### config.mk
export PLATFORM = sky130hd
export DESIGN_NAME = timer_sched_ctrl_flat
export DESIGN_NICKNAME = d
export VERILOG_FILES = /design/src/rtl/timer_sched_ctrl_if.sv /design/src/rtl/timer_sched_ctrl.sv /design/src/flat_wrapper.sv
export SDC_FILE = /design/constraint.sdc
export NUM_CORES = 1
export LEC_CHECK = 0
export CORE_ASPECT_RATIO = 0.5
export CORE_MARGIN = 4
export CORE_UTILIZATION = 50
export DETAILED_ROUTE_END_ITERATION = 6
export PLACE_DENSITY = 0.71
export RECOVER_POWER = 100
export SYNTH_ARGS = -nofsm -noshare
export SYNTH_HDL_FRONTEND = slang
export SYNTH_SLANG_ARGS = --single-unit
### constraint.sdc
create_clock -name clk_in -period 6.2 [get_ports clk_in]
set_input_delay 1.24 -clock clk_in [delete_from_list [all_inputs] [get_ports clk_in]]
set_output_delay 1.24 -clock clk_in [all_outputs]
set_load 0.01 [all_outputs]
### src/rtl/timer_sched_ctrl_if.sv
// Single-cycle req/ack register bus between a peripheral-bus master and the timer.
interface timer_sched_ctrl_if;
  logic        req_in;
  logic        we_in;
  logic [31:0] addr_in;
  logic [31:0] wdata_in;
  logic [31:0] rdata_out;
  logic        ack_out;

  modport master (output req_in, we_in, addr_in, wdata_in, input rdata_out, ack_out);
  modport slave  (input req_in, we_in, addr_in, wdata_in, output rdata_out, ack_out);
endinterface

### src/rtl/timer_sched_ctrl.sv
// Programmable prescaled tick counter with compare-match level interrupt.
// Build option TIMER_SCHED_CTRL_ONESHOT_EN adds CTRL[2] oneshot mode and the DONE state.
module timer_sched_ctrl #(
  parameter int          ADDR_W       = 3,
  parameter logic [31:0] PRESCALE_RST = 32'd999
) (
  input  logic              clk_in,
  input  logic              reset_in,
  timer_sched_ctrl_if.slave bus,
  output logic [31:0]       time_clk_out,
  output logic              irq_out
);

  localparam logic [ADDR_W-1:0] IDX_CTRL     = ADDR_W'(0);
  localparam logic [ADDR_W-1:0] IDX_PRESCALE = ADDR_W'(1);
  localparam logic [ADDR_W-1:0] IDX_COUNT    = ADDR_W'(2);
  localparam logic [ADDR_W-1:0] IDX_COMPARE  = ADDR_W'(3);
  localparam logic [ADDR_W-1:0] IDX_STATUS   = ADDR_W'(4);

  typedef enum logic [1:0] {
`ifdef TIMER_SCHED_CTRL_ONESHOT_EN
    ST_DONE = 2'd2,
`endif
    ST_IDLE = 2'd0,
    ST_RUN  = 2'd1
  } state_t;

  state_t            state;
  logic              ctrl_en;
  logic              ctrl_irq_en;
  logic              ctrl_oneshot;
  logic [31:0]       prescale;
  logic [31:0]       compare;
  logic [31:0]       count;
  logic [31:0]       pre_cnt;
  logic              pending;
  logic              ack_q;
  logic [31:0]       rdata_q;

  logic [ADDR_W-1:0] word_idx;
  logic              rd_req;
  logic              wr_req;
  logic              wr_ctrl;
  logic              wr_prescale;
  logic              wr_count;
  logic              wr_compare;
  logic              wr_status;
  logic              en_wr;
  logic              dis_wr;
  logic              tick;
  logic              match;
  logic [31:0]       rd_mux;
  logic              unused_addr;

`ifndef TIMER_SCHED_CTRL_ONESHOT_EN
  assign ctrl_oneshot = 1'b0;
`endif

  assign word_idx    = bus.addr_in[ADDR_W+1:2];
  assign unused_addr = ^{bus.addr_in[31:ADDR_W+2], bus.addr_in[1:0]};
  assign rd_req      = bus.req_in & ~bus.we_in;
  assign wr_req      = bus.req_in &  bus.we_in;
  assign wr_ctrl     = wr_req && (word_idx == IDX_CTRL);
  assign wr_prescale = wr_req && (word_idx == IDX_PRESCALE);
  assign wr_count    = wr_req && (word_idx == IDX_COUNT);
  assign wr_compare  = wr_req && (word_idx == IDX_COMPARE);
  assign wr_status   = wr_req && (word_idx == IDX_STATUS);
  assign en_wr       = wr_ctrl &&  bus.wdata_in[0];
  assign dis_wr      = wr_ctrl && ~bus.wdata_in[0];

  // A disabling CTRL write discards a coinciding tick; a COUNT write overrides its match.
  assign tick  = (state == ST_RUN) && (pre_cnt == prescale) && !dis_wr;
  assign match = tick && (count == compare) && !wr_count;

  always_comb begin
    rd_mux = 32'd0;
    case (word_idx)
      IDX_CTRL:     rd_mux = {29'd0, ctrl_oneshot, ctrl_irq_en, ctrl_en};
      IDX_PRESCALE: rd_mux = prescale;
      IDX_COUNT:    rd_mux = count;
      IDX_COMPARE:  rd_mux = compare;
      IDX_STATUS:   rd_mux = {31'd0, pending};
      default:      rd_mux = 32'd0;
    endcase
  end

  always_ff @(posedge clk_in or posedge reset_in) begin
    if (reset_in) begin
      state        <= ST_IDLE;
      ctrl_en      <= 1'b0;
      ctrl_irq_en  <= 1'b0;
`ifdef TIMER_SCHED_CTRL_ONESHOT_EN
      ctrl_oneshot <= 1'b0;
`endif
      prescale     <= PRESCALE_RST;
      compare      <= 32'hFFFF_FFFF;
      count        <= 32'd0;
      pre_cnt      <= 32'd0;
      pending      <= 1'b0;
      ack_q        <= 1'b0;
      rdata_q      <= 32'd0;
    end else begin
      ack_q   <= bus.req_in;
      rdata_q <= rd_req ? rd_mux : 32'd0;

      if (wr_ctrl) begin
        ctrl_en      <= bus.wdata_in[0];
        ctrl_irq_en  <= bus.wdata_in[1];
`ifdef TIMER_SCHED_CTRL_ONESHOT_EN
        ctrl_oneshot <= bus.wdata_in[2];
`endif
      end
      if (wr_prescale) prescale <= bus.wdata_in;
      if (wr_compare)  compare  <= bus.wdata_in;

      // Hardware set beats the write-1-to-clear.
      if (match)
        pending <= 1'b1;
      else if (wr_status && bus.wdata_in[0])
        pending <= 1'b0;

      case (state)
        ST_IDLE: begin
          if (en_wr) state <= ST_RUN;
        end
        ST_RUN: begin
          if (dis_wr) begin
            state   <= ST_IDLE;
            pre_cnt <= 32'd0;
          end else begin
            pre_cnt <= (pre_cnt == prescale) ? 32'd0 : pre_cnt + 32'd1;
            if (match) begin
              count <= 32'd0;
`ifdef TIMER_SCHED_CTRL_ONESHOT_EN
              if (ctrl_oneshot) begin
                state   <= ST_DONE;
                ctrl_en <= 1'b0;
              end
`endif
            end else if (tick) begin
              count <= count + 32'd1;
            end
          end
        end
`ifdef TIMER_SCHED_CTRL_ONESHOT_EN
        ST_DONE: begin
          if (en_wr) state <= ST_RUN;
        end
`endif
        default: state <= ST_IDLE;
      endcase

      // Software writes to the timebase restart the prescaler and win over any tick.
      if (wr_prescale || wr_count) pre_cnt <= 32'd0;
      if (wr_count) count <= bus.wdata_in;
    end
  end

  assign bus.ack_out   = ack_q;
  assign bus.rdata_out = rdata_q;
  assign time_clk_out  = count;
  assign irq_out       = pending & ctrl_irq_en;

endmodule

### src/flat_wrapper.sv
// flat-port wrapper written by rule: the top's interface ports become plain ports
module timer_sched_ctrl_flat 
#(
  parameter int          ADDR_W       = 3,
  parameter logic [31:0] PRESCALE_RST = 32'd999
)
  (clk_in, reset_in, time_clk_out, irq_out, bus_req_in, bus_we_in, bus_addr_in, bus_wdata_in, bus_rdata_out, bus_ack_out);
  timer_sched_ctrl_if bus_i ();
  input  logic clk_in;
  input  logic reset_in;
  output logic [31:0] time_clk_out;
  output logic irq_out;
  input wire logic [$bits(bus_i.req_in)-1:0] bus_req_in;
  input wire logic [$bits(bus_i.we_in)-1:0] bus_we_in;
  input wire logic [$bits(bus_i.addr_in)-1:0] bus_addr_in;
  input wire logic [$bits(bus_i.wdata_in)-1:0] bus_wdata_in;
  output wire logic [$bits(bus_i.rdata_out)-1:0] bus_rdata_out;
  output wire logic [$bits(bus_i.ack_out)-1:0] bus_ack_out;
  assign bus_i.req_in = bus_req_in;
  assign bus_i.we_in = bus_we_in;
  assign bus_i.addr_in = bus_addr_in;
  assign bus_i.wdata_in = bus_wdata_in;
  assign bus_rdata_out = bus_i.rdata_out;
  assign bus_ack_out = bus_i.ack_out;
  timer_sched_ctrl #(.ADDR_W(ADDR_W), .PRESCALE_RST(PRESCALE_RST)) u_core (.clk_in(clk_in), .reset_in(reset_in), .bus(bus_i), .time_clk_out(time_clk_out), .irq_out(irq_out));
endmodule
# ---- After elaboration in Yosys (flattened, before gate mapping)
# Cells that the tools add are included.
dict set report word_totals {
  ff_bits 166
  word_cells 66
  input_bits 68
}
dict set report classes {
  reduce_logical 23
  muxes 16
  n_addsub 2
  eq_ne 10
  n_bitwise 5
}
# operator count
set ops {}
lappend ops {{32-bit two-way mux} 10}
lappend ops {{32-bit case mux with 5 select lines} 1}
lappend ops {{32-bit by 1-bit adder with 32-bit output (second input constant)} 2}
lappend ops {{32-bit == test} 2}
lappend ops {{1-bit logical AND} 12}
lappend ops {{3-bit by 2-bit == test with 1-bit output (second input constant)} 2}
lappend ops {{2-bit by 1-bit != test with 1-bit output (second input constant)} 3}
lappend ops {{2-bit nonzero test} 3}
lappend ops {{2-bit two-way mux} 2}
lappend ops {{2-bit case mux with 2 select lines} 1}
lappend ops {{1-bit AND} 3}
lappend ops {{3-bit by 1-bit == test with 1-bit output (second input constant)} 1}
lappend ops {{3-bit == test (second input constant)} 1}
lappend ops {{3-bit zero test} 1}
lappend ops {{3-bit AND reduction} 1}
lappend ops {{3-bit nonzero test} 1}
lappend ops {{2-bit by 1-bit == test with 1-bit output (second input constant)} 1}
lappend ops {{1-bit zero test} 2}
lappend ops {{2-bit zero test} 1}
lappend ops {{1-bit two-way mux} 2}
lappend ops {{1-bit inverter} 2}
lappend ops {{2-bit AND reduction} 1}
lappend ops {{1-bit logical OR} 1}

# ---- Logic depth before layout (Yosys ltp)
# Gate-level depths: netlist of run 1.
dict set report logic_depth {
  ltp_word 11
  depth_mapped 9
}

# ---- Least setup slack after synthesis of run 1
# OpenSTA, ideal clock, no wires.
dict set report synth_timing {
  path_type {input port to flip-flop}
  from {input port bus_we_in}
  to {register u_core.count[24], in the netlist u_core.time_clk_out[24]}
  cell_stages 6
  path_slack_ns 3.441
  path_buffers 1
  t_arrival_ns 2.637
  setup_time_ns 0.121
  t_required_ns 6.079
  cell_sequence {and3b_1 > buf_2 > nand2_1 > nand4_1 > or2_2 > a32o_1}
}
dict set report synth_via {
  elab_chain_cells 11
}
# element line
set synth_rtl {}
lappend synth_rtl {{start, declared} flat_wrapper.sv:14} ;# input wire logic [$bits(bus_i.we_in)-1:0] bus_we_in;
lappend synth_rtl {{1-bit AND (*)} timer_sched_ctrl.sv:62} ;# assign wr_req = bus.req_in & bus.we_in;
lappend synth_rtl {{1-bit logical AND} timer_sched_ctrl.sv:63} ;# assign wr_ctrl = wr_req && (word_idx == IDX_CTRL);
lappend synth_rtl {{1-bit logical AND} timer_sched_ctrl.sv:69} ;# assign dis_wr = wr_ctrl && ~bus.wdata_in[0];
lappend synth_rtl {{1-bit zero test} timer_sched_ctrl.sv:72} ;# assign tick = (state == ST_RUN) && (pre_cnt == prescale) && !dis_wr;
lappend synth_rtl {{1-bit logical AND} timer_sched_ctrl.sv:72}
lappend synth_rtl {{1-bit logical AND (2 in series)} timer_sched_ctrl.sv:73} ;# assign match = tick && (count == compare) && !wr_count;
lappend synth_rtl {{32-bit two-way mux} timer_sched_ctrl.sv:132} ;# if (match) begin
lappend synth_rtl {{32-bit two-way mux} timer_sched_ctrl.sv:127} ;# if (dis_wr) begin
lappend synth_rtl {{32-bit two-way mux} timer_sched_ctrl.sv:122} ;# case (state)
lappend synth_rtl {{32-bit two-way mux} timer_sched_ctrl.sv:155} ;# if (wr_count) count <= bus.wdata_in;
lappend synth_rtl {{end signal, assigned} timer_sched_ctrl.sv:141} ;# count <= count + 32'd1;
lappend synth_rtl {{end signal, assigned} timer_sched_ctrl.sv:155}
lappend synth_rtl {{end, declared} timer_sched_ctrl.sv:34} ;# logic [31:0] count;
# Every way passes the cells marked *; elsewhere a longest branch is shown, timed or not. The select of a mux whose other input is x is not followed.
# A chain may end at the register's enable or synchronous reset.

# ---- Worst setup path in the final report of run 1
dict set report layout_timing {
  from {input port bus_addr_in[4]}
  to {register u_core.count[12], in the netlist u_core.time_clk_out[12]}
}
dict set report layout_via {
  elab_chain_cells 11
}
# element line
set layout_rtl {}
lappend layout_rtl {{start, declared} flat_wrapper.sv:15} ;# input wire logic [$bits(bus_i.addr_in)-1:0] bus_addr_in;
lappend layout_rtl {{3-bit zero test} timer_sched_ctrl.sv:63}
lappend layout_rtl {{1-bit logical AND} timer_sched_ctrl.sv:63}
lappend layout_rtl {{1-bit logical AND} timer_sched_ctrl.sv:69}
lappend layout_rtl {{1-bit zero test} timer_sched_ctrl.sv:72}
lappend layout_rtl {{1-bit logical AND} timer_sched_ctrl.sv:72}
lappend layout_rtl {{1-bit logical AND (2 in series)} timer_sched_ctrl.sv:73}
lappend layout_rtl {{32-bit two-way mux} timer_sched_ctrl.sv:132}
lappend layout_rtl {{32-bit two-way mux} timer_sched_ctrl.sv:127}
lappend layout_rtl {{32-bit two-way mux} timer_sched_ctrl.sv:122}
lappend layout_rtl {{32-bit two-way mux} timer_sched_ctrl.sv:155}
# Parallel ways exist; a longest one is shown, timed or not. The select of a mux whose other input is x is not followed.

==> results by group, run 1 <==
Power
  – Clk pwr share: 32.2%
  – Pwr/cell area: ~300 mW/mm²
  – Pleak: 0.00456 µW
  – Internal power: 2200 µW
  – Combinational power share: 21.3%
  – Peak supply drop: about 0.23 mV
  – Sw Pwr: 1020 µW
  – Sequential power share: 46.5%
  – Net Sw Frac: a little under a third

Logic synthesis
  – Cell taking the most area after synthesis: dfrtp_1
  – Area contributors post-synth: dfrtp_1 35%, mux2_2 12%, dfstp_2 12%
  – Most frequent cell after synthesis: dfrtp_1
  – Mapped Nets: about 940
  – Yosys reg bits: 165
  – Post-Synthesis Cells: 865
  – Synthesized cell area: 0.00900 mm²
  – Most used DFF post-synth: dfrtp_1
  – Synth async-reset ratio: 100%
  – Syn avg cell area: 10.4 µm²
  – Synth cell count leaders: 125 x dfrtp_1, 97 x mux2_2, 80 x nor2_1
  – Post-synth EDFFs: 0
  – Yosys warns: 0
  – Post-synth cell types: 64
  – Top cell type's share of synthesized area: 34.8%
  – Seq/Total Area, Yosys: a little under half

Place
  – Detailed Place HPWL: 18400 µm
  – IO Port Bufs: 104
  – Global placement routability congestion: 0.869

Routing
  – Avg WL per Cell: approximately 22 µm
  – Pre-antenna DRT Iters: 5
  – Final wirelength: around 26000 µm
  – Via density: 6.16
  – Initial drt markers: between 700 and 800
  – Routed via count: approximately 7300
  – Final ANT Viol Nets: 0
  – Residual DRC: 0

Finish
  – Share of cells above drive strength 1: roughly a fifth
  – Area delta synth->final: 19.0%
  – Nets: 1010
  – Final Core Density: 61.1%
  – Fillers: 1439

STA
  – Final setup violation count: 0
  – Max_slew headroom: -48.8%
  – Max Transition Viols Final: 126
  – Final Hold Viols: 0
  – TNS Setup: 0 ps
  – RSZ-0062 raised after global routing: false
  – Setup Skew: 12.1 ps
  – Hold_ws: 538 ps
  – Final Cycle Share: 77.5%
  – Period minus WS final: 4800 ps
  – Worst Tran Pin Value: 2230 ps
  – Fmax achieved: 208 MHz

Floorplan
  – Starting Density: 51.3%
  – Die Width: 198 µm
  – IO Count: 134
  – Core Region: 0.0175 mm²
  – Die Span Y: 103 µm
  – Die area: about 0.020 mm²
  – Num rows: 34

Critical path
  – Setup crit end kind: flop
  – Arrival @ worst endpoint: 5080 ps
  – Critical setup path kind: primary input to flop
  – Crit path launch type: primary input
  – Worst-path fanout max: 28
  – Critical Path RT: 6470 ps

CTS
  – Root Driver: clkbuf_16
  – CTS buffer count: 17
  – Resize count post-CTS: 0
  – H-tree depth: 4
  – CTS Sinks: about 170
  – Clock transition at the registers of the reported paths: 70 ps
  – Clock Tree Buf Depth: 2
  – Later-pin clock latency in the skew report: ~430 ps
  – CTS tree: done
  – Post-CTS Hold Buffers: 0
  – Setup Fix Bufs, Post-CTS: 0

Global routing
  – Largest net degree at the start of global routing: 94
  – Vias in the first global route: 7022
  – GRT overflow: 0
  – Initial antenna violation count: 1
  – First-pass GRT wire length: roughly 40000 µm
  – GRT Util Overall: 26.5%

Status
  – Outcome: finished, violations left
  – Failing checks: max-capacitance violations, max-slew violations

Hold path
  – Worst hold path type: flop to flop

Run
  – Max Cap Violations: 4
==> cells in the final DEF (no fill, tap or decap), types with 3 or more instances in the layout <==
master	n
dfrtp_1	125
mux2_2	97
nor2_1	80
nand2_1	70
dlygate4sd3_1	68
xor2_1	48
xnor2_1	44
dfstp_2	40
o21ai_0	38
clkdlybuf4s50_1	34
nand3_1	31
a22oi_1	31
nand4_1	24
clkbuf_16	17
nor3_1	16
a2bb2oi_1	15
a21oi_1	12
nor4_2	11
nor4_1	11
and4_1	10
a31oi_1	9
and2_1	9
inv_1	9
and3_1	8
clkbuf_1	7
buf_4	7
nor2b_1	6
a22o_1	6
a21boi_0	4
inv_6	4
clkinvlp_4	4
clkinv_4	4
o21a_1	3
mux2i_1	3
==> kinds of logic (layout without fill, tap and decap cells) <==
| group | Yosys count | after routing | share of synthesized area (%) |
|---|---|---|---|
| muxes | 101 | 101 | 12.7 |
| xor gates and xnor gates | 92 | 92 | 8.96 |
| other | 0 | 1 | 0 |
| DFF | 165 | 165 | 46.5 |
| adders and majority gates | 2 | 2 | 0.278 |
| AOI/OAI and AO/OA | 141 | 141 | 10.8 |
| and+or+nand+nor | 294 | 294 | 17.4 |
| buffers and inverters | 70 | 158 | 3.31 |
==> sequential cells by signal, summed over array words and instances, names as in the netlist <==
register and count:
u_core.pending 1, u_core.bus.ack_out 1, u_core.bus.rdata_out 32, u_core.ctrl_irq_en 1, u_core.ctrl_en 1, u_core.compare 32, u_core.time_clk_out 32, u_core.prescale 32
u_core.state 1, u_core.pre_cnt 32
==> power groups by stage <==
stage	sequential (µW)	clock (µW)	combinational [µW]
6_report	1500	1040	687
5_1_grt	1520	1090	752
4_1_cts	1490	1040	701
3_5_place_dp	1510	0	694
3_3_place_gp	1500	0	682
2_1_floorplan	1420	0	486
==> worst max-delay path, stage by stage <==
cell and delay (ps):
clkdlybuf4s50_1 570, and3b_1 330, nand2_1 100, clkbuf_1 1050, nand4_1 800, nand2_1 750, o21ai_0 220
==> final cells by class <==
class | instances | area [µm²] | area share [%]
Inverter | 10 | 42.5 | 0.397
Clock inverter | 12 | 121 | 1.13
Clock buffer | 20 | 447 | 4.17
Timing Repair Buffer | 116 | 1100 | 10.3
Tap cell | 234 | 293 | 2.73
Antenna cell | 1 | 2.50 | 0.0234
Sequential cell | 165 | 4180 | 39.0
Multi-Input combinational cell | 630 | 4520 | 42.2
==> final timing paths <==
kind | cells past startpoint | endpoint | from | slack [ps]
min in group asynchronous | 2 | u_core.bus.rdata_out[27] | reset_in | 1480
min reg2reg | 2 | u_core.pending | u_core.pending | 540
max in group asynchronous | 3 | u_core.time_clk_out[1] | reset_in | 2270
min | 2 | u_core.pending | u_core.pending | 540
max reg2reg | 6 | u_core.pre_cnt[15] | u_core.prescale[5] | 2890
max | 7 | u_core.time_clk_out[12] | bus_addr_in[4] | 1400
==> per-stage QoR <==
step                      std cells  power [µW]  setup slack, ps  area [µm²]
after CTS                      1187        3230             2520       10700
after detailed placement       1155        2200             2100       10200
final                          1188        3220             1400       10700
after global routing           1187        3360             1210       10700
after floorplan                 865        1910              565        9000
after global placement         1155        2180             2150       10200
==> routing by layer <==
metal / GRT usage, % / vias up / wire length [µm]
li1: - / 3243 / -
met1: 38.3 / 3690 / 11700
met2: 40.2 / 337 / 11800
met3: 7.22 / 41 / 2570
met4: 6.40 / 2 / 406
met5: 0 / - / 8
Power figures use the tool's default switching activity.
==> run 2: changes to the inputs <==
--- a/config.mk
+++ b/config.mk
@@ -9,7 +9,7 @@
 export CORE_MARGIN = 4
 export CORE_UTILIZATION = 50
 export DETAILED_ROUTE_END_ITERATION = 6
-export PLACE_DENSITY = 0.71
+export PLACE_DENSITY = 0.74
 export RECOVER_POWER = 100
 export SYNTH_ARGS = -nofsm -noshare
 export SYNTH_HDL_FRONTEND = slang
==> constraint.sdc (replaced) <==
create_clock -name clk_in -period 4.4 [get_ports clk_in]
set_input_delay 0.88 -clock clk_in [delete_from_list [all_inputs] [get_ports clk_in]]
set_output_delay 0.88 -clock clk_in [all_outputs]
set_load 0.01 [all_outputs]
==> results by group, run 2 (synthesis gave the netlist of run 1 again) <==
CTS
  – Clock transition at the registers of the reported paths: 70 ps
  – Resize count post-CTS: 0
  – Post-CTS Hold Buffers: 0
  – Setup Fix Bufs, Post-CTS: 0
  – H-tree depth: 4
  – CTS Sinks: 165
  – Later-pin clock latency in the skew report: 420 ps
  – Clock Tree Buf Depth: 2
  – CTS buffer count: 17
  – Root Driver: clkbuf_16
  – CTS tree: done

Critical path
  – Crit path launch type: primary input
  – CP dominant cell by count: clkbuf_1
  – Worst-path fanout max: 25
  – Critical Path RT: 4710 ps
  – Critical setup path kind: primary input to flop
  – CP max stage delay: 1360 ps
  – Arrival @ worst endpoint: 4070 ps
  – Crit-path cells: clkbuf_1, clkbuf_1, nor2_2, buf_4, mux2_2
  – Crit-path slowest cell: clkbuf_1
  – Setup crit end kind: flop

Floorplan
  – Die Span Y: just over 100 µm
  – Starting Density: 51.3%
  – IO Count: around 130
  – Core Region: about 0.018 mm²
  – Die area: 0.0203 mm²
  – Die Width: 198 µm
  – Num rows: 34

Routing
  – Routed via count: 7410
  – Final wirelength: 26700 µm
  – Via density: 6.21
  – Pre-antenna DRT Iters: 5
  – Residual DRC: 0
  – Avg WL per Cell: 22.4 µm
  – Final ANT Viol Nets: 0
  – Initial drt markers: 840

Power
  – Combinational power share: a little over a fifth
  – Internal power: around 3200 µW
  – Total Power: 4620 µW
  – Net Sw Frac: about a third
  – Sw Pwr: 1470 µW
  – Clk pwr share: 32.9%
  – Sequential power share: roughly 46%
  – Pwr/cell area: 428 mW/mm²
  – Pleak: 0.00463 µW
  – Peak supply drop: 0.350 mV

STA
  – Worst Tran Pin Value: 1800 ps
  – Max_slew headroom: -19.8%
  – Final Hold Viols: 0
  – Hold_ws: ~540 ps
  – Final setup violation count: 0
  – RSZ-0062 raised after global routing: false
  – Setup Skew: 12.5 ps
  – TNS Setup: 0 ps
  – Fmax achieved: 265 MHz
  – Final Cycle Share: between 80% and 90%
  – Max Transition Viols Final: between 40 and 50
  – Period minus WS final: between 3000 and 4000 ps

Global routing
  – First-pass GRT wire length: around 42000 µm
  – Largest net degree at the start of global routing: 60
  – GRT overflow: 0
  – Vias in the first global route: 7198
  – GRT Util Overall: 26.7%
  – Initial antenna violation count: 0

Place
  – Post-place instance area: 0.0102 mm²
  – Placed Cells: 1162
  – Detailed Place HPWL: roughly 19000 µm
  – Global placement routability congestion: 0.886
  – IO Port Bufs: 104

Hold path
  – Worst hold path type: flop to flop

Finish
  – Register Area: approximately 0.0042 mm²
  – Fillers: approximately 1400
  – Most common cell after layout, fill and taps aside: dfrtp_1
  – Fin area: 0.0108 mm²
  – Non-Filler Instances: between 1000 and 1500
  – Area delta synth->final: 20.1%
  – Share of cells above drive strength 1: a little over a fifth
  – Nets: 1017
  – Most frequent cells in the layout: 125 x dfrtp_1, 93 x mux2_2, 79 x nor2_1, 70 x nand2_1, 69 x dlygate4sd3_1
  – Footprint of the multi-input gates: 0.00452 mm²
  – N_diodes: 0

Status
  – Failing checks: max-capacitance violations, max-slew violations
  – Outcome: finished, violations left

Run
  – Max Cap Violations: 2
run 2: final cells by class:
type / instances / area share (%)
clock buffers: 18 / 3.97
well taps: 234 / 2.71
multi-input cells: 630 / 41.8
clock inverters: 14 / 1.54
repair buffers: 123 / 10.9
flip-flops and latches: 165 / 38.7
inverters: 10 / 0.359
run 2: per-layer routing:
metal  share of wire, %  GRT usage, %  routed length [µm]
met1                 43          38.9               11600
met2                 44          40.2               11900
met3                 10          6.92                2800
met4                1.6          6.77                 423
met5                  0             0                   0
run 2: critical path: cells and delay by family:
family	cells	cell delay, ps
buf+inv	3	2450
mux	1	290
simple gates	1	420
run 2: worst paths after layout:
kind	startpoint	end	slack [ps]	cells past startpoint
max	bus_addr_in[3]	u_core.prescale[27]	630	5
min	u_core.ctrl_en	u_core.ctrl_en	540	1
max reg2reg	u_core.prescale[5]	u_core.pre_cnt[19]	990	6
min reg2reg	u_core.ctrl_en	u_core.ctrl_en	540	1
max in group asynchronous	reset_in	u_core.prescale[14]	1190	3
min in group asynchronous	reset_in	u_core.bus.rdata_out[10]	1210	2
run 2: through the flow:
| step | setup slack, ps | util (%) |
|---|---|---|
| 5_1_grt | 582 | 61.6 |
| 4_1_cts | 1190 | 61.8 |
| 6_report | 633 | 61.6 |
| 3_3_place_gp | 804 | 58.4 |
| 2_1_floorplan | 1450 | - |
| 3_5_place_dp | 769 | 58.4 |
run 2: power groups by stage:
stage	clock network (µW)	logic, µW	registers [µW]
2_1_floorplan	0	686	2000
3_3_place_gp	0	967	2110
3_5_place_dp	0	990	2120
4_1_cts	1540	1000	2100
5_1_grt	1600	1060	2140
6_report	1520	981	2120
